`src/rtl/p2_pkt_pkg.sv`:
```
// Shared constants and types for the protocol-2 DDC UDP packetizer.
package p2_pkt_pkg;

    localparam int unsigned HDR_BYTES         = 16;
    localparam int unsigned DDC_PAYLOAD_BYTES = 1428;
    localparam int unsigned DDC_PACKET_BYTES  = HDR_BYTES + DDC_PAYLOAD_BYTES;
    localparam int unsigned HDR_W             = HDR_BYTES * 8;

    // Header byte offsets, byte 0 is transmitted first.
    localparam int unsigned HDR_SEQ_OFS = 0;
    localparam int unsigned HDR_TS_OFS  = 4;
    localparam int unsigned HDR_BPS_OFS = 12;
    localparam int unsigned HDR_SPF_OFS = 14;

    typedef enum logic [2:0] {
        IDLE,
        REQ,
        HDR,
        DATA,
        DONE
    } pkt_state_e;

endpackage

```
`src/rtl/rx_udp_packetizer_if.sv`:
```
// FIFO read side and Ethernet Tx arbiter side of one receiver's packetizer.
interface rx_udp_packetizer_if #(
    parameter int unsigned USEDW_W = 11
);
    logic [USEDW_W-1:0] fifo_usedw;
    logic [7:0]         fifo_rddata;
    logic               fifo_rdreq;
    logic               tx_req;
    logic               tx_ack;
    logic [7:0]         tx_data;
    logic               tx_valid;
    logic               tx_last;
    logic [3:0]         tx_port_id;

    modport master (
        input  fifo_usedw, fifo_rddata, tx_ack,
        output fifo_rdreq, tx_req, tx_data, tx_valid, tx_last, tx_port_id
    );

    modport slave (
        output fifo_usedw, fifo_rddata, tx_ack,
        input  fifo_rdreq, tx_req, tx_data, tx_valid, tx_last, tx_port_id
    );
endinterface

```
`src/rtl/p2_hdr_shift.sv`:
```
// 16-byte header shadow: parallel load, then shifts out one byte per clock MSB first.
module p2_hdr_shift
    import p2_pkt_pkg::*;
(
    input  logic             clk,
    input  logic             rst_n,
    input  logic             load_i,
    input  logic             shift_i,
    input  logic [HDR_W-1:0] hdr_i,
    output logic [7:0]       byte_o
);

    logic [HDR_W-1:0] hdr_q;

    always_ff @(posedge clk or negedge rst_n) begin
        if (!rst_n) begin
            hdr_q <= '0;
        end else if (load_i) begin
            hdr_q <= hdr_i;
        end else if (shift_i) begin
            hdr_q <= {hdr_q[HDR_W-9:0], 8'h00};
        end
    end

    assign byte_o = hdr_q[HDR_W-1 -: 8];

endmodule

```
`src/rtl/rx_udp_packetizer.sv`:
```
// Streams one DDC UDP payload (16-byte header + FIFO I/Q bytes) per arbiter grant.
// Optional: define RX_TIMESTAMP_EN to put a free-running 64-bit clock count in header bytes 4-11.
module rx_udp_packetizer
    import p2_pkt_pkg::*;
#(
    parameter int unsigned NR              = 0,
    parameter int unsigned PAYLOAD_BYTES   = DDC_PAYLOAD_BYTES,
    parameter int unsigned BITS_PER_SAMPLE = 24,
    parameter int unsigned USEDW_W         = 11
) (
    input  logic                 clock,
    input  logic                 reset,
    input  logic                 run,
    rx_udp_packetizer_if.master  bus,
    output logic [31:0]          seq_out
);

    localparam int unsigned CNT_W = $clog2(PAYLOAD_BYTES);

    pkt_state_e       state_q;
    logic             run_d_q;
    logic             clr_pend_q;
    logic [31:0]      seq_q;
    logic [31:0]      seq_out_q;
    logic [CNT_W-1:0] cnt_q;
    logic             tx_req_q;
    logic             tx_valid_q;
    logic             tx_last_q;
    logic             rdreq_q;

    logic             run_rise_c;
    logic             thresh_c;
    logic             hdr_load_c;
    logic             hdr_shift_c;
    logic [63:0]      ts_c;
    logic [HDR_W-1:0] hdr_c;
    logic [7:0]       hdr_byte;

`ifdef RX_TIMESTAMP_EN
    logic [63:0] ts_q;

    always_ff @(posedge clock or negedge reset) begin
        if (!reset) begin
            ts_q <= '0;
        end else begin
            ts_q <= ts_q + 64'd1;
        end
    end

    assign ts_c = ts_q;
`else
    assign ts_c = '0;
`endif

    assign run_rise_c  = run & ~run_d_q;
    assign thresh_c    = bus.fifo_usedw >= USEDW_W'(PAYLOAD_BYTES);
    assign hdr_load_c  = (state_q == REQ) && bus.tx_ack;
    assign hdr_shift_c = (state_q == HDR);

    // Header image captured at grant time.
    always_comb begin
        hdr_c = '0;
        hdr_c[HDR_W-1-8*HDR_SEQ_OFS -: 32] = seq_q;
        hdr_c[HDR_W-1-8*HDR_TS_OFS  -: 64] = ts_c;
        hdr_c[HDR_W-1-8*HDR_BPS_OFS -: 16] = 16'(BITS_PER_SAMPLE);
        hdr_c[HDR_W-1-8*HDR_SPF_OFS -: 16] = 16'(PAYLOAD_BYTES / 6);
    end

    p2_hdr_shift u_hdr (
        .clk     (clock),
        .rst_n   (reset),
        .load_i  (hdr_load_c),
        .shift_i (hdr_shift_c),
        .hdr_i   (hdr_c),
        .byte_o  (hdr_byte)
    );

    always_ff @(posedge clock or negedge reset) begin
        if (!reset) begin
            state_q    <= IDLE;
            run_d_q    <= 1'b0;
            clr_pend_q <= 1'b0;
            seq_q      <= '0;
            seq_out_q  <= '0;
            cnt_q      <= '0;
            tx_req_q   <= 1'b0;
            tx_valid_q <= 1'b0;
            tx_last_q  <= 1'b0;
            rdreq_q    <= 1'b0;
        end else begin
            run_d_q <= run;
            // A run restart outside IDLE is remembered and applied at the next IDLE.
            if (run_rise_c && (state_q != IDLE)) begin
                clr_pend_q <= 1'b1;
            end
            case (state_q)
                IDLE: begin
                    if (run_rise_c || clr_pend_q) begin
                        seq_q <= '0;
                    end
                    clr_pend_q <= 1'b0;
                    if (run && thresh_c) begin
                        state_q  <= REQ;
                        tx_req_q <= 1'b1;
                    end
                end
                REQ: begin
                    if (bus.tx_ack) begin
                        state_q    <= HDR;
                        cnt_q      <= '0;
                        tx_valid_q <= 1'b1;
                        seq_out_q  <= seq_q;
                    end else if (!run) begin
                        state_q  <= IDLE;
                        tx_req_q <= 1'b0;
                    end
                end
                HDR: begin
                    if (cnt_q == CNT_W'(HDR_BYTES - 1)) begin
                        state_q <= DATA;
                        cnt_q   <= '0;
                        rdreq_q <= 1'b1;
                    end else begin
                        cnt_q <= cnt_q + CNT_W'(1);
                    end
                end
                DATA: begin
                    cnt_q <= cnt_q + CNT_W'(1);
                    if (cnt_q == CNT_W'(PAYLOAD_BYTES - 2)) begin
                        tx_last_q <= 1'b1;
                    end
                    if (tx_last_q) begin
                        state_q    <= DONE;
                        tx_req_q   <= 1'b0;
                        tx_valid_q <= 1'b0;
                        tx_last_q  <= 1'b0;
                        rdreq_q    <= 1'b0;
                    end
                end
                DONE: begin
                    seq_q   <= seq_q + 32'd1;
                    state_q <= IDLE;
                end
                default: begin
                    state_q <= IDLE;
                end
            endcase
        end
    end

    // Show-ahead FIFO: the pop strobe and the byte it exposes share the cycle.
    assign bus.fifo_rdreq = rdreq_q;
    assign bus.tx_data    = rdreq_q ? bus.fifo_rddata : hdr_byte;
    assign bus.tx_req     = tx_req_q;
    assign bus.tx_valid   = tx_valid_q;
    assign bus.tx_last    = tx_last_q;
    assign bus.tx_port_id = 4'(NR);
    assign seq_out        = seq_out_q;

endmodule

```
`src/flat_wrapper.sv`:
```
// flat-port wrapper written by rule: the top's interface ports become plain ports
module rx_udp_packetizer_flat import p2_pkt_pkg::*;
#(
    parameter int unsigned NR              = 0,
    parameter int unsigned PAYLOAD_BYTES   = DDC_PAYLOAD_BYTES,
    parameter int unsigned BITS_PER_SAMPLE = 24,
    parameter int unsigned USEDW_W         = 11
)
  (clock, reset, run, seq_out, bus_fifo_usedw, bus_fifo_rddata, bus_tx_ack, bus_fifo_rdreq, bus_tx_req, bus_tx_data, bus_tx_valid, bus_tx_last, bus_tx_port_id);
  rx_udp_packetizer_if #(.USEDW_W(USEDW_W)) bus_i ();
  input  logic clock;
  input  logic reset;
  input  logic run;
  output logic [31:0] seq_out;
  input wire logic [$bits(bus_i.fifo_usedw)-1:0] bus_fifo_usedw;
  input wire logic [$bits(bus_i.fifo_rddata)-1:0] bus_fifo_rddata;
  input wire logic [$bits(bus_i.tx_ack)-1:0] bus_tx_ack;
  output wire logic [$bits(bus_i.fifo_rdreq)-1:0] bus_fifo_rdreq;
  output wire logic [$bits(bus_i.tx_req)-1:0] bus_tx_req;
  output wire logic [$bits(bus_i.tx_data)-1:0] bus_tx_data;
  output wire logic [$bits(bus_i.tx_valid)-1:0] bus_tx_valid;
  output wire logic [$bits(bus_i.tx_last)-1:0] bus_tx_last;
  output wire logic [$bits(bus_i.tx_port_id)-1:0] bus_tx_port_id;
  assign bus_i.fifo_usedw = bus_fifo_usedw;
  assign bus_i.fifo_rddata = bus_fifo_rddata;
  assign bus_i.tx_ack = bus_tx_ack;
  assign bus_fifo_rdreq = bus_i.fifo_rdreq;
  assign bus_tx_req = bus_i.tx_req;
  assign bus_tx_data = bus_i.tx_data;
  assign bus_tx_valid = bus_i.tx_valid;
  assign bus_tx_last = bus_i.tx_last;
  assign bus_tx_port_id = bus_i.tx_port_id;
  rx_udp_packetizer #(.NR(NR), .PAYLOAD_BYTES(PAYLOAD_BYTES), .BITS_PER_SAMPLE(BITS_PER_SAMPLE), .USEDW_W(USEDW_W)) u_core (.clock(clock), .reset(reset), .run(run), .bus(bus_i), .seq_out(seq_out));
endmodule
```
`config.mk`:
```
export PLATFORM = sky130hd
export DESIGN_NAME = rx_udp_packetizer_flat
export DESIGN_NICKNAME = d
export VERILOG_FILES = /design/src/rtl/p2_pkt_pkg.sv /design/src/rtl/rx_udp_packetizer_if.sv /design/src/rtl/p2_hdr_shift.sv /design/src/rtl/rx_udp_packetizer.sv /design/src/flat_wrapper.sv
export SDC_FILE = /design/constraint.sdc
export NUM_CORES = 1
export LEC_CHECK = 0
export CAP_MARGIN = 20
export CORE_MARGIN = 2
export CORE_UTILIZATION = 33
export CTS_BUF_LIST = sky130_fd_sc_hd__clkbuf_8
export CTS_CLUSTER_SIZE = 24
export DETAILED_ROUTE_END_ITERATION = 12
export PLACE_DENSITY = 0.63
export SLEW_MARGIN = 25
export SYNTH_ARGS = -nofsm -noshare
export SYNTH_HDL_FRONTEND = slang
export SYNTH_SLANG_ARGS = --single-unit
```
`constraint.sdc`:
```
create_clock -name clock -period 1.9 [get_ports clock]
set_clock_uncertainty 0.05 [all_clocks]
set_input_delay 0.19 -clock clock [delete_from_list [all_inputs] [get_ports clock]]
set_output_delay 0.19 -clock clock [all_outputs]
set_load 0.005 [all_outputs]
```
Word level (Yosys, flattened, before mapping)
Index checks and enable logic that the tools add are counted.

Muxes and demuxes: 27. Add/subtract/negate cells: 2. Divide/modulo/power cells: 0. $lt $le $gt $ge: 1. Reductions and logical operators: 20. Shift operators: 0. Multipliers: 0. Equality and inequality tests: 14. Bitwise gates (word level): 2.

Operator list (number): two-way mux 128 bit (2); one-hot mux 32 bit (2 select lines) (1); one-hot mux 11 bit (3 select lines) (1); adder 32 x 1 -> 32 bit, second input constant (1); two-way mux 32 bit (1); two-way mux 11 bit (2); two-way mux 3 bit (5); one-hot mux 3 bit (4 select lines) (1); adder 11 x 1 -> 11 bit, second input constant (1); == test 11 bit, second input constant (1); == test 11 x 4 -> 1 bit, second input constant (1); greater-or-equal comparator 11 bit, second input constant (1); two-way mux 1 bit (10); nonzero test 2 bit (5); nonzero test 3 bit (3); two-way mux 8 bit (1); != test 2 bit, second input constant (4); == test 3 x 2 -> 1 bit, second input constant (2); != test 2 x 1 -> 1 bit, second input constant (3); AND reduction 2 bit (3); AND reduction 3 bit (2); AND reduction 5 bit (1); one-hot mux 1 bit (2 select lines) (2); AND reduction 4 bit (1); 9 further kinds (11).

Bits in read-only memories: 0. Memory bits (writable): 0. Register bits after elaboration: 212. Memories: 0. Latch bits: 0. Output and inout port bits: 48.

Depth between registers and ports, before layout
Gate-level depths: netlist of run 1.

Word-level depth: 5. Gate-level depth with buffers: 8. Mapped depth without buffers: 6.

Hierarchy
A second synthesis of run 1 with hierarchy kept.

Cells, all modules: 929. Area total of the unflattened synthesis: 10058.4 µm².

Modules (own cells, without submodules): p2_hdr_shift (area an instance 6022.0 µm², times used 1, cells an instance 562); rx_udp_packetizer (area an instance 4036.4 µm², times used 1, cells an instance 367).

Least setup slack after synthesis of run 1
No wires, ideal clock.

Path kind: reg-to-reg. Start: reg u_core.seq_q[10]. End: reg u_core.seq_q[30]. Cell stages (with the launch flop): 6. Required time: 1.726 ns. Buffers on the path: 1. Clock period less this slack: 1.917 ns. Path slack: -0.017 ns. Arrival time: 1.743 ns. Path through: dfrtp_1 > nand4_4 > or4_1 > buf_2 > or3b_1 > mux2i_1.

Word-level cells in the longest chain between the ends: 2.

RTL lines: from (decl) (line rx_udp_packetizer.sv:23) `logic [31:0] seq_q;`; from (signal assigned) (line rx_udp_packetizer.sv:141) `seq_q <= seq_q + 32'd1;`; adder 32 x 1 -> 32 bit (line rx_udp_packetizer.sv:141); one-hot mux 32 bit (2 select lines) (line rx_udp_packetizer.sv:96) `case (state_q)`.

Every way passes these cells. A chain may end at the register's enable or synchronous reset.

Worst setup path after layout of run 1
Start: reg u_core.rdreq_q, in the netlist u_core.bus.fifo_rdreq. End: out bus_tx_data[4].

Word-level cells in the longest chain between the ends: 1.

RTL lines: from (decl) (line rx_udp_packetizer.sv:29) `logic rdreq_q;`; from (signal assigned) (line rx_udp_packetizer.sv:89) `rdreq_q <= 1'b0;`; from (signal assigned) (line rx_udp_packetizer.sv:122) `rdreq_q <= 1'b1;`; from (signal assigned) (line rx_udp_packetizer.sv:137) `rdreq_q <= 1'b0;`; two-way mux 8 bit (line rx_udp_packetizer.sv:153) `assign bus.tx_data = rdreq_q ? bus.fifo_rddata : hdr_byte;`; to (decl) (line flat_wrapper.sv:20) `output wire logic [$bits(bus_i.tx_data)-1:0] bus_tx_data;`.

Every way passes these cells.

==> out/qor.csv, run 1 <==
stage,metric,value,unit
outcome,outcome,finished clean,
floorplan,die_h,143,µm
cts,cts.sinks,138,
global_routing,grt_overflow,0,
detailed_routing,drtIter0Drc,359,
floorplan,die_x,143,µm
pwr,pwr-share-comb,33.7,%
critical_path,cp_slowest_cell,dfrtp_2,
sta,fin_setup_tns,0,ns
critical_path,r2r_slack,0.09,ns
detailed_routing,route.vias.total,5360,
synth,synthFlopType,dfrtp_1,
cts,clkTransAtPathRegs,0.07,ns
cells_and_area,stdcell_area,8270,µm²
placed_design,port_buffers,64,
hold_path,hp-class,primary input to asynchronous set/reset pin,
cells_and_area,layout_commonest_cell,nand2_1,
cts,cts_buffer_depth,2,
sta,final_max_slew_viol_count,0,
critical_path,critPathArrivalTime,1.60,ns
global_routing,grt_pass1_vias,5236,
synth,ys_types,60,
cells_and_area,nets,820,
detailed_routing,firstDrtPassIters,7,
sta,rsz0062_at_grt,false,
detailed_routing,via_per_inst,5.02,
sta,tightest_slew,0.532,ns
sta,timing.final.crit_share,96.7,%
cts,root_buffer,clkbuf_8,
detailed_routing,drc,0,
floorplan,die-area,20400,µm²
critical_path,worst-path-max-fanout,5,
synth,synth_warnings,0,
cts,cts_made_buffers,17,
cells_and_area,final_cells,1067,
pwr,p_clk_share,23.1,%
detailed_routing,wl_per_cell,15.5,µm
sta,hold_viol_final,0,
critical_path,crit_chain,buf_4 > buf_12 > mux2_2 > clkdlybuf4s15_1,
critical_path,rr_startpoint,u_core.seq_q[10],
pwr,ir_worst_vdd,0.482,mV
critical_path,crit_end,bus_tx_data[4],
cells_and_area,drive_gt1_share,16.7,%
critical_path,reg2reg_depth,4,
critical_path,crit_type,flip-flop to output port,
pwr,sw_frac_of_total,34.3,%
pwr,p_int,7390,µW
sta,setup_viol,0,
sta,whs,0.206,ns
critical_path,start_kind,flip-flop,
critical_path,cpPeakStageDelay,0.41,ns
sta,period_needed,1.84,ns
cells_and_area,multiInputGateArea,2740,µm²
synth,synth_edf_count,0,
synth,avgSynthCellArea,9.48,µm²
critical_path,path_buf_inv,3,
synth,netlist_area,6350,µm²
critical_path,crit_cells,4,
floorplan,core,18800,µm²
global_routing,grt_pass1_wl,27.2,mm
detailed_routing,wl,16.5,mm
cells_and_area,final-seq-area,3460,µm²
cts,h-tree-depth,4,
cts,insertion_delay,0.46,ns
placed_design,dp.cells,1028,
critical_path,path_delay_family,buffers and inverters,
cells_and_area,area_growth,30.2,%
floorplan,start_util,33.7,%
synth,ys_seq_area_share,54.3,%
global_routing,antenna_found_initial,0,
synth,synth-seq-cells,138,
placed_design,place_ws,-0.0229,ns
critical_path,end_kind,output port,
critical_path,regToRegEndpoint,u_core.seq_q[30],
pwr,seqPwrFrac,43.3,%
synth,synth_cells,670,
cts,cts_tree,built,
global_routing,grt_max_degree,56,
run,cap_violations,0,
cells_and_area,diodes,0,
critical_path,cp-startpoint,u_core.bus.fifo_rdreq,
floorplan,row_count,50,
pwr,p_sw,3850,µW
synth,async_flop_share,100,%
global_routing,grtUsageTotal,17.2,%
sta,slew_headroom,64.6,%
floorplan,io_pins,71,
cells_and_area,fill_cells,1841,
sta,setup_ws,0.0626,ns
pwr,power.density,1360,nW/µm²
placed_design,dp_hpwl,11.8,mm
placed_design,dpl_cell_area,7750,µm²
sta,clock.fmax,0.544,GHz
critical_path,worstPathRequired,1.66,ns
placed_design,place.gp.congestion,0.869,
detailed_routing,final_antenna_net_count,0,
cells_and_area,final_cell_mix,"181 x nand2_1, 135 x dfrtp_1, 73 x buf_4",
pwr,leakage,0.00389,µW
flip-flops by register name, indices dropped and copies added (netlist names):
name,count
u_core.bus.fifo_rdreq,1
u_core.u_hdr.hdr_q,54
u_core.seq_out,32
u_core.run_d_q,1
u_core.state_q,3
u_core.cnt_q,11
u_core.bus.tx_req,1
u_core.bus.tx_last,1
u_core.clr_pend_q,1
u_core.bus.tx_valid,1
u_core.seq_q,32
area by class of cell:
type,instances,area share [%]
clock inverter,13,1.95
inverter,6,0.272
sequential,138,41.8
multi-input combinational,487,33.1
timing repair buffer,144,15.7
tap,260,3.93
clock buffer,19,3.16
power by group through the flow:
stage               registers (µW)  logic [µW]  clock network (µW)
finish                        4860        3790                2590
global route                  4990        4230                2770
CTS                           4860        3800                2650
detailed placement            4900        3790                   0
global placement              4880        3720                   0
floorplan                     4790        1920                   0
how the worst min path moves through the flow:
stage	start	endpoint	depth (start not counted)
after global placement	reset	u_core.u_hdr.hdr_q[35]	1
after CTS	reset	u_core.u_hdr.hdr_q[121]	2
final	reset	u_core.u_hdr.hdr_q[35]	2
after detailed placement	reset	u_core.u_hdr.hdr_q[35]	1
after global routing	reset	u_core.u_hdr.hdr_q[27]	2
after floorplan	reset	u_core.bus.fifo_rdreq	0
cell families after synthesis:
kind of cell               share of synthesized area (%)
DFF                                                 54.3
xor gates and xnor gates                           0.414
AOI/OAI and AO/OA                                   11.7
other                                             0.0590
muxes                                               7.09
and+or+nand+nor                                     22.4
adders and majority gates                          0.591
buffers and inverters                               3.37
metrics by stage:
step	power (µW)	util (%)
floorplan	6710	-
global placement	8600	41.2
detailed placement	8680	41.2
CTS	11300	43.8
global route	12000	43.9
finish	11200	43.9
what timing repair did:
item / 4_1_cts / 5_1_grt
pin swaps: 0 / 0
setup buffers: 5 / 1
endpoints found under the setup margin: 13 / 10
resized for setup: 19 / 7
endpoints found under the hold margin: 50 / 0
hold buffers: 1 / 0
synthesized netlist by cell type, types with 2 or more instances:
cell type	number	area (µm²)
nand4_1	14	87.6
xnor2_1	2	17.5
ha_1	3	37.5
nand2_1	181	679
nand2b_1	2	12.5
and3_1	8	50.1
o22a_1	2	17.5
nand3_1	30	150
mux2_2	8	90.1
mux2i_1	36	360
buf_2	5	25.0
o21ai_0	45	225
or4_1	2	15.0
dfrtp_1	138	3450
a41oi_1	3	26.3
a21oi_1	37	185
and4_1	2	17.5
a31oi_1	7	43.8
o311ai_0	3	26.3
inv_1	6	22.5
nor3b_1	2	15.0
nor4_1	8	50.1
nor3_1	9	45.0
a2bb2oi_1	2	17.5
buf_1	3	11.3
buf_4	4	30.0
a221o_1	6	60.1
nor2_1	26	97.6
or3_1	6	37.5
o31ai_1	7	52.6
and2_1	4	25.0
nand4b_1	2	17.5
clkbuf_1	28	105
nor2b_1	3	18.8
metal layers:
layer  track usage [%]  wire length [µm]  share of wire (%)  up-vias
met5                 0                 0                  0        -
met4              6.36               280                1.7        0
met3              3.89               753                4.6       27
met2              27.4              7940                 48      135
met1              23.1              7560                 46     2606
li1                  -                 -                  -     2592
Power figures use the tool's default switching activity.
==> run 2, diff against run 1 <==
--- a/config.mk
+++ b/config.mk
@@ -5,6 +5,7 @@
 export SDC_FILE = /design/constraint.sdc
 export NUM_CORES = 1
 export LEC_CHECK = 0
+export ABC_AREA = 1
 export CAP_MARGIN = 20
 export CORE_MARGIN = 2
 export CORE_UTILIZATION = 33
@@ -12,7 +13,7 @@
 export CTS_CLUSTER_SIZE = 24
 export DETAILED_ROUTE_END_ITERATION = 12
 export PLACE_DENSITY = 0.63
-export SLEW_MARGIN = 25
+export SLEW_MARGIN = 40
 export SYNTH_ARGS = -nofsm -noshare
 export SYNTH_HDL_FRONTEND = slang
 export SYNTH_SLANG_ARGS = --single-unit
==> run 2 against run 1 <==
  * Maximum frequency grew 4.9%
  * First-iteration DRC count grew 9.7%
  * Sequential share of layout area is 1.1 points higher
  * Flip-flop and latch count is the same
  * Setup slack better by 0.087 ns
  * Largest power group is now clock
==> out/qor.csv, run 2 <==
stage,metric,value,unit,change
synth,synth_most_common_cell,nand2_1,,unchanged
placed_design,port_buffers,64,,unchanged
placed_design,dp_hpwl,11.7,mm,was 11.8 mm
sta,timing.final.crit_share,92.1,%,was 96.7%
floorplan,die_h,145,µm,was 143 µm
sta,final_max_slew_viol_count,0,,unchanged
floorplan,row_count,51,,was 50
detailed_routing,drtIter0Drc,394,,was 359
synth,async_flop_share,100,%,unchanged
run,cap_violations,0,,unchanged
outcome,outcome,finished clean,,unchanged
synth,netlist_area,6530,µm²,was 6350 µm²
global_routing,grt_max_degree,51,,was 56
sta,period_needed,1.75,ns,was 1.84 ns
cts,cts.sinks,138,,unchanged
sta,whs,0.191,ns,was 0.206 ns
floorplan,core,19500,µm²,"was 18,800 µm²"
cts,insertion_delay,0.46,ns,about the same
synth,synthFlopType,dfrtp_1,,unchanged
sta,rsz0062_at_grt,false,,unchanged
sta,fin_setup_tns,0,ns,unchanged
cells_and_area,final_cell_mix,"277 x nand2_1, 137 x dfrtp_1, 98 x inv_1",,"was 181 x nand2_1, 135 x dfrtp_1, 73 x buf_4"
synth,synth_area_leaders,"dfrtp_1 53%, nand2_1 16%, inv_1 5.6%",,"was dfrtp_1 54%, nand2_1 11%, mux2i_1 5.7%"
cells_and_area,post-route-util,41.4,%,was 43.9%
floorplan,io_pins,71,,unchanged
cells_and_area,diodes,0,,unchanged
synth,ys_types,39,,was 60
synth,ys_seq_area_share,52.9,%,was 54.3%
detailed_routing,wl_per_cell,14.3,µm,was 15.5 µm
cts,cts_buffer_depth,2,,unchanged
synth,synth_top_cell_by_area,dfrtp_1,,unchanged
cells_and_area,layout_commonest_cell,nand2_1,,unchanged
synth,synth_cells,803,,was 670
placed_design,dp.cells,1122,,"was 1,028"
cells_and_area,fill_cells,1920,,"was 1,841"
critical_path,worstPathRequired,1.66,ns,about the same
pwr,ir_worst_vdd,0.381,mV,was 0.482 mV
global_routing,grt_overflow,0,,unchanged
synth,avgSynthCellArea,8.13,µm²,was 9.48 µm²
global_routing,antenna_found_initial,0,,unchanged
critical_path,end_kind,output port,,unchanged
placed_design,place.gp.congestion,0.887,,was 0.869
cts,h-tree-depth,4,,unchanged
cells_and_area,final_cells,1158,,"was 1,067"
detailed_routing,via_per_inst,4.71,,was 5.02
critical_path,crit_type,flip-flop to output port,,unchanged
floorplan,start_util,33.6,%,was 33.7%
critical_path,rr_startpoint,u_core.state_q[2],,was u_core.seq_q[10]
floorplan,die_x,145,µm,was 143 µm
detailed_routing,route.vias.total,5453,,"was 5,360"
cells_and_area,drive_gt1_share,7.84,%,was 16.7%
pwr,leakage,0.00402,µW,was 0.00389 µW
critical_path,reg2reg_depth,9,,was 4
sta,hold_viol_final,0,,unchanged
sta,setup_viol,0,,unchanged
critical_path,regToRegEndpoint,u_core.u_hdr.hdr_q[95],,was u_core.seq_q[30]
cts,root_buffer,clkbuf_8,,unchanged
sta,clock.fmax,0.571,GHz,was 0.544 GHz
cts,cts_made_buffers,17,,unchanged
detailed_routing,firstDrtPassIters,5,,was 7
cts,cts_tree,built,,unchanged
synth,synth_top_area_share,52.9,%,was 54.3%
detailed_routing,drc,0,,unchanged
critical_path,r2r_slack,0.19,ns,was 0.09 ns
cells_and_area,largest_reg_flops,54,,unchanged
detailed_routing,wl,16.5,mm,about the same
synth,synth_edf_count,0,,unchanged
cts,clkTransAtPathRegs,0.07,ns,about the same
synth,synth-seq-cells,138,,unchanged
pwr,power.density,751,nW/µm²,was 1360 nW/µm²
synth,synth_warnings,0,,unchanged
global_routing,grt_pass1_vias,5283,,"was 5,236"
global_routing,grtUsageTotal,16.8,%,was 17.2%
cells_and_area,area_growth,23.4,%,was 30.2%
floorplan,die-area,20900,µm²,"was 20,400 µm²"
global_routing,grt_pass1_wl,27.1,mm,was 27.2 mm
critical_path,worst-path-max-fanout,9,,was 5
detailed_routing,final_antenna_net_count,0,,unchanged
critical_path,start_kind,flip-flop,,unchanged
critical_path,critPathArrivalTime,1.51,ns,was 1.60 ns
cells_and_area,largest-register,u_core.u_hdr.hdr_q,,unchanged
cells_and_area,nets,906,,was 820
hold_path,hp-class,primary input to asynchronous set/reset pin,,unchanged
synth,synth_commonest_cells,"278 x nand2_1, 138 x dfrtp_1, 98 x inv_1",,"was 181 x nand2_1, 138 x dfrtp_1, 45 x o21ai_0"
==> run 2: how the worst max path moves through the flow <==
| stage | startpoint | endpoint | slack [ns] | depth (start not counted) |
|---|---|---|---|---|
| detailed placement | u_core.state_q[2] | u_core.u_hdr.hdr_q[95] | 0.14 | 9 |
| finish | u_core.bus.fifo_rdreq | bus_fifo_rdreq | 0.15 | 2 |
| CTS | u_core.state_q[2] | u_core.u_hdr.hdr_q[95] | 0.10 | 9 |
| global route | u_core.cnt_q[0] | u_core.state_q[0] | 0.01 | 10 |
| floorplan | u_core.seq_q[0] | u_core.seq_q[18] | 0.41 | 10 |
| global placement | u_core.state_q[2] | u_core.u_hdr.hdr_q[95] | 0.18 | 9 |
==> run 2: kinds of logic (layout without fill, tap and decap cells) <==
family	Yosys count	in the layout	synth area share [%]
DFF	138	138	52.9
and+or+nand+nor	418	418	26.3
adders and majority gates	3	3	0.575
xor gates and xnor gates	4	4	0.537
buffers and inverters	129	216	8.74
AOI/OAI and AO/OA	110	110	10.9
other	1	4	0.0574
==> run 2: power breakdown <==
group	switching (µW)	internal [µW]	leakage (µW)
Combinational	77.5	59.7	0.00202
Clock	1140	1830	0.000248
Sequential	0.256	2940	0.00175
Total	1220	4830	0.00402
==> run 2: cell type report <==
| type | instances | area [µm²] | share of cell area (%) |
|---|---|---|---|
| clock buffers | 21 | 289 | 3.59 |
| clock inverters | 11 | 214 | 2.66 |
| inverters | 102 | 388 | 4.82 |
| multi-input cells | 539 | 2520 | 31.3 |
| flip-flops and latches | 138 | 3450 | 42.9 |
| well taps | 265 | 332 | 4.12 |
| repair buffers | 82 | 853 | 10.6 |
==> run 2: worst max-delay path: stages (launching register included) <==
cell and delay, ns:
dfrtp_2 0.40, buf_6 0.16, clkdlybuf4s50_1 0.51
==> run 2: timing repair <==
| item | in CTS | in global routing |
|---|---|---|
| hold buffers | 1 | 0 |
| setup endpoints to repair | 9 | 4 |
| gates cloned | 0 | 1 |
| hold endpoints to repair | 69 | 0 |
| resized for setup | 11 | 2 |
| setup buffers | 2 | 0 |
==> run 2: stage by stage <==
stage          power (µW)  cell area (µm²)  worst slack, ns
2_1_floorplan        3020             6540            0.413
3_3_place_gp         3140             7490            0.183
3_5_place_dp         3140             7490            0.139
4_1_cts              6120             8020            0.104
5_1_grt              6250             8060           0.0125
6_report             6050             8060            0.149
==> run 2: layer usage <==
metal	part of all wire, %	up-vias	global-route usage, %	wire (µm)
met5	0	-	0	0
met4	2.2	0	6.03	357
met3	4.4	22	3.49	730
met2	48	116	26.9	7860
met1	46	2577	22.8	7560
li1	-	2738	-	-
==> run 3, diff against run 2 <==
--- a/config.mk
+++ b/config.mk
@@ -12,8 +12,9 @@
 export CTS_BUF_LIST = sky130_fd_sc_hd__clkbuf_8
 export CTS_CLUSTER_SIZE = 24
 export DETAILED_ROUTE_END_ITERATION = 12
-export PLACE_DENSITY = 0.63
+export PLACE_DENSITY = 0.6
 export SLEW_MARGIN = 40
 export SYNTH_ARGS = -nofsm -noshare
 export SYNTH_HDL_FRONTEND = slang
+export SYNTH_HIERARCHICAL = 1
 export SYNTH_SLANG_ARGS = --single-unit
==> constraint.sdc (replaced) <==
create_clock -name clock -period 1.79 [get_ports clock]
set_clock_uncertainty 0.05 [all_clocks]
set_input_delay 0.179 -clock clock [delete_from_list [all_inputs] [get_ports clock]]
set_output_delay 0.179 -clock clock [all_outputs]
set_load 0.005 [all_outputs]
==> run 3 against run 2 <==
  * Die area increased by 54%
  * Register-to-register slack got worse by 0.06 ns
  * Core utilization increased by 0.32 points
  * Design area increased by 58%
  * Synthesized cell count increased by 60%
  * Worst hold slack got worse by 0.079 ns
  * Via count increased by 61%
  * Flip-flop and latch count increased by 74
  * Largest power group is now sequential cells
==> out/qor.csv, run 3 <==
stage,metric,value,unit,change
cells_and_area,layout_commonest_cell,nand2_1,,unchanged
floorplan,start_util,33.3,%,was 33.6%
detailed_routing,drtIter0Drc,554,,was 394
floorplan,row_count,64,,was 51
cts,h-tree-depth,2,,was 4
sta,timing.final.crit_share,98.0,%,
pwr,power.density,1440,nW/µm²,was 751 nW/µm²
floorplan,die-area,32200,µm²,"was 20,900 µm²"
sta,period_needed,1.75,ns,
sta,rsz0062_at_grt,true,,was false
detailed_routing,firstDrtPassIters,5,,unchanged
floorplan,io_pins,71,,unchanged
floorplan,core,30500,µm²,"was 19,500 µm²"
critical_path,worst-path-max-fanout,4,,was 9
run,cap_violations,0,,unchanged
cts,cts.sinks,212,,was 138
pwr,ir_worst_vdd,0.649,mV,was 0.381 mV
synth,avgSynthCellArea,7.92,µm²,was 8.13 µm²
cells_and_area,largest_reg_flops,128,,was 54
cts,insertion_delay,0.54,ns,was 0.46 ns
cells_and_area,multiInputGateArea,4590,µm²,was 2520 µm²
sta,clock.fmax,0.570,GHz,
synth,synth_top_cell_by_area,dfrtp_1,,unchanged
synth,synth_edf_count,0,,unchanged
synth,synth_most_common_cell,nand2_1,,unchanged
synth,synth_commonest_cells,"450 x nand2_1, 284 x nand3_1, 212 x dfrtp_1",,"was 278 x nand2_1, 138 x dfrtp_1, 98 x inv_1"
critical_path,end_kind,output port,,unchanged
sta,final_max_slew_viol_count,0,,unchanged
cells_and_area,final_cell_mix,"439 x nand2_1, 283 x nand3_1, 211 x dfrtp_1",,"was 277 x nand2_1, 137 x dfrtp_1, 98 x inv_1"
synth,synth_area_leaders,"dfrtp_1 52%, nand2_1 17%, nand3_1 14%",,"was dfrtp_1 53%, nand2_1 16%, inv_1 5.6%"
pwr,leakage,0.00614,µW,was 0.00402 µW
global_routing,grt_pass1_wl,43.1,mm,was 27.1 mm
placed_design,place_ws,0.0386,ns,was 0.139 ns
placed_design,place.gp.congestion,0.905,,was 0.887
critical_path,start_kind,flip-flop,,unchanged
cells_and_area,drive_gt1_share,11.5,%,was 7.84%
detailed_routing,wl,25.2,mm,was 16.5 mm
sta,setup_viol,0,,unchanged
synth,synth_cells,1284,,was 803
cells_and_area,final-seq-area,5310,µm²,was 3450 µm²
global_routing,grt_pass1_vias,8577,,"was 5,283"
pwr,power,18400,µW,was 6050 µW
sta,setup_ws,0.0354,ns,was 0.149 ns
detailed_routing,drc,0,,unchanged
placed_design,dp_hpwl,16.3,mm,was 11.7 mm
synth,async_flop_share,100,%,unchanged
global_routing,grt_overflow,0,,unchanged
synth,synth_top_area_share,52.2,%,was 52.9%
critical_path,crit_type,flip-flop to output port,,unchanged
cells_and_area,diodes,0,,unchanged
cts,clkTransAtPathRegs,0.06,ns,was 0.07 ns
cts,cts_buffer_depth,3,,was 2
synth,netlist_area,10200,µm²,was 6530 µm²
critical_path,worstPathRequired,1.56,ns,was 1.66 ns
cells_and_area,nets,1501,,was 906
global_routing,antenna_found_initial,0,,unchanged
cells_and_area,area_growth,25.1,%,was 23.4%
detailed_routing,via_per_inst,4.63,,was 4.71
cts,cts_made_buffers,39,,was 17
outcome,outcome,finished clean,,unchanged
cells_and_area,largest-register,u_core/u_hdr/hdr_q,,was u_core.u_hdr.hdr_q
placed_design,port_buffers,64,,unchanged
synth,ys_seq_area_share,52.2,%,was 52.9%
detailed_routing,final_antenna_net_count,0,,unchanged
synth,synth-seq-cells,212,,was 138
critical_path,critPathArrivalTime,1.53,ns,was 1.51 ns
cts,root_buffer,clkbuf_8,,unchanged
hold_path,hp-class,primary input to asynchronous set/reset pin,,unchanged
detailed_routing,route.vias.total,8770,,"was 5,453"
synth,ys_types,37,,was 39
global_routing,grt_max_degree,63,,was 51
cts,cts_tree,built,,unchanged
synth,synthFlopType,dfrtp_1,,unchanged
cells_and_area,fill_cells,3023,,"was 1,920"
floorplan,die_x,180,µm,was 145 µm
global_routing,grtUsageTotal,15.8,%,was 16.8%
detailed_routing,wl_per_cell,13.3,µm,was 14.3 µm
synth,synth_warnings,6,,was 0
sta,hold_viol_final,0,,unchanged
floorplan,die_h,180,µm,was 145 µm
run 3: repair_timing:
action	in CTS	in global routing
pin swaps	2	0
hold buffers	1	0
hold endpoints to repair	212	0
cloned	1	0
setup endpoints to repair	9	14
resized for setup	54	13
buffers inserted	12	0
run 3: per-stage QoR:
step | area [µm²] | utilization [%] | TNS (ns) | hold WS (ns) | std cells
4_1_cts | 12700 | 41.7 | -0.125 | 0.0988 | 1897
6_report | 12700 | 41.7 | 0 | 0.112 | 1895
3_5_place_dp | 11800 | 38.6 | 0 | 0.0816 | 1818
2_1_floorplan | 10500 | - | 0 | -0.167 | 1382
3_3_place_gp | 11800 | 38.6 | 0 | 0.0785 | 1818
5_1_grt | 12700 | 41.7 | -0.0748 | 0.125 | 1895
run 3: final cells by class:
class | instances | area share (%)
clock buffer | 51 | 5.52
clock inverter | 14 | 0.492
multi-input combinational | 1021 | 36.0
tap | 396 | 3.89
inverter | 74 | 2.28
sequential | 212 | 41.7
timing repair buffer | 127 | 10.1
run 3: logic make-up after synthesis:
family / after synthesis / share of synthesized area [%]
buf+inv: 149 / 7.01
other cells: 2 / 0.0738
simple gates: 831 / 35.6
compound gates: 86 / 4.66
fa+ha+maj: 3 / 0.369
flops: 212 / 52.2
xor+xnor: 1 / 0.0861
run 3: worst paths after layout:
path,cells after the start,slack [ns],endpoint,start
setup / recovery,6,0.04,bus_tx_data[1],u_core/bus.fifo_rdreq
hold / removal,2,0.11,u_core/u_hdr/hdr_q[113],reset
setup reg to reg,8,0.13,u_core/seq_q[28],u_core/seq_q[0]
hold reg to reg,2,0.42,u_core/u_hdr/hdr_q[3],u_core/u_hdr/hdr_q[3]
max in group asynchronous,3,0.90,u_core/u_hdr/hdr_q[22],reset
min in group clock,2,0.22,u_core/run_d_q,run
run 3: layer usage:
layer,routed length (µm),vias up,global-route usage [%]
met4,461,0,4.81
met5,0,-,0
li1,-,4472,-
met1,12500,4107,22.8
met3,974,35,2.84
met2,11300,156,24.2
run 3: critical path, cell delays in order, from the launching register on:
cell and delay [ns]:
dfrtp_2 0.41, clkinv_4 0.09, buf_6 0.13, buf_4 0.13, nand2_4 0.06, nand2_1 0.05
buf_2 0.12
run 3: power by group:
group	switching, µW	leakage (µW)	internal [µW]	total (µW)
sequential	960	0.00281	6390	7350
clock	2000	0.000434	2530	4530
combinational	3820	0.00289	2680	6500
total	6780	0.00614	11600	18400
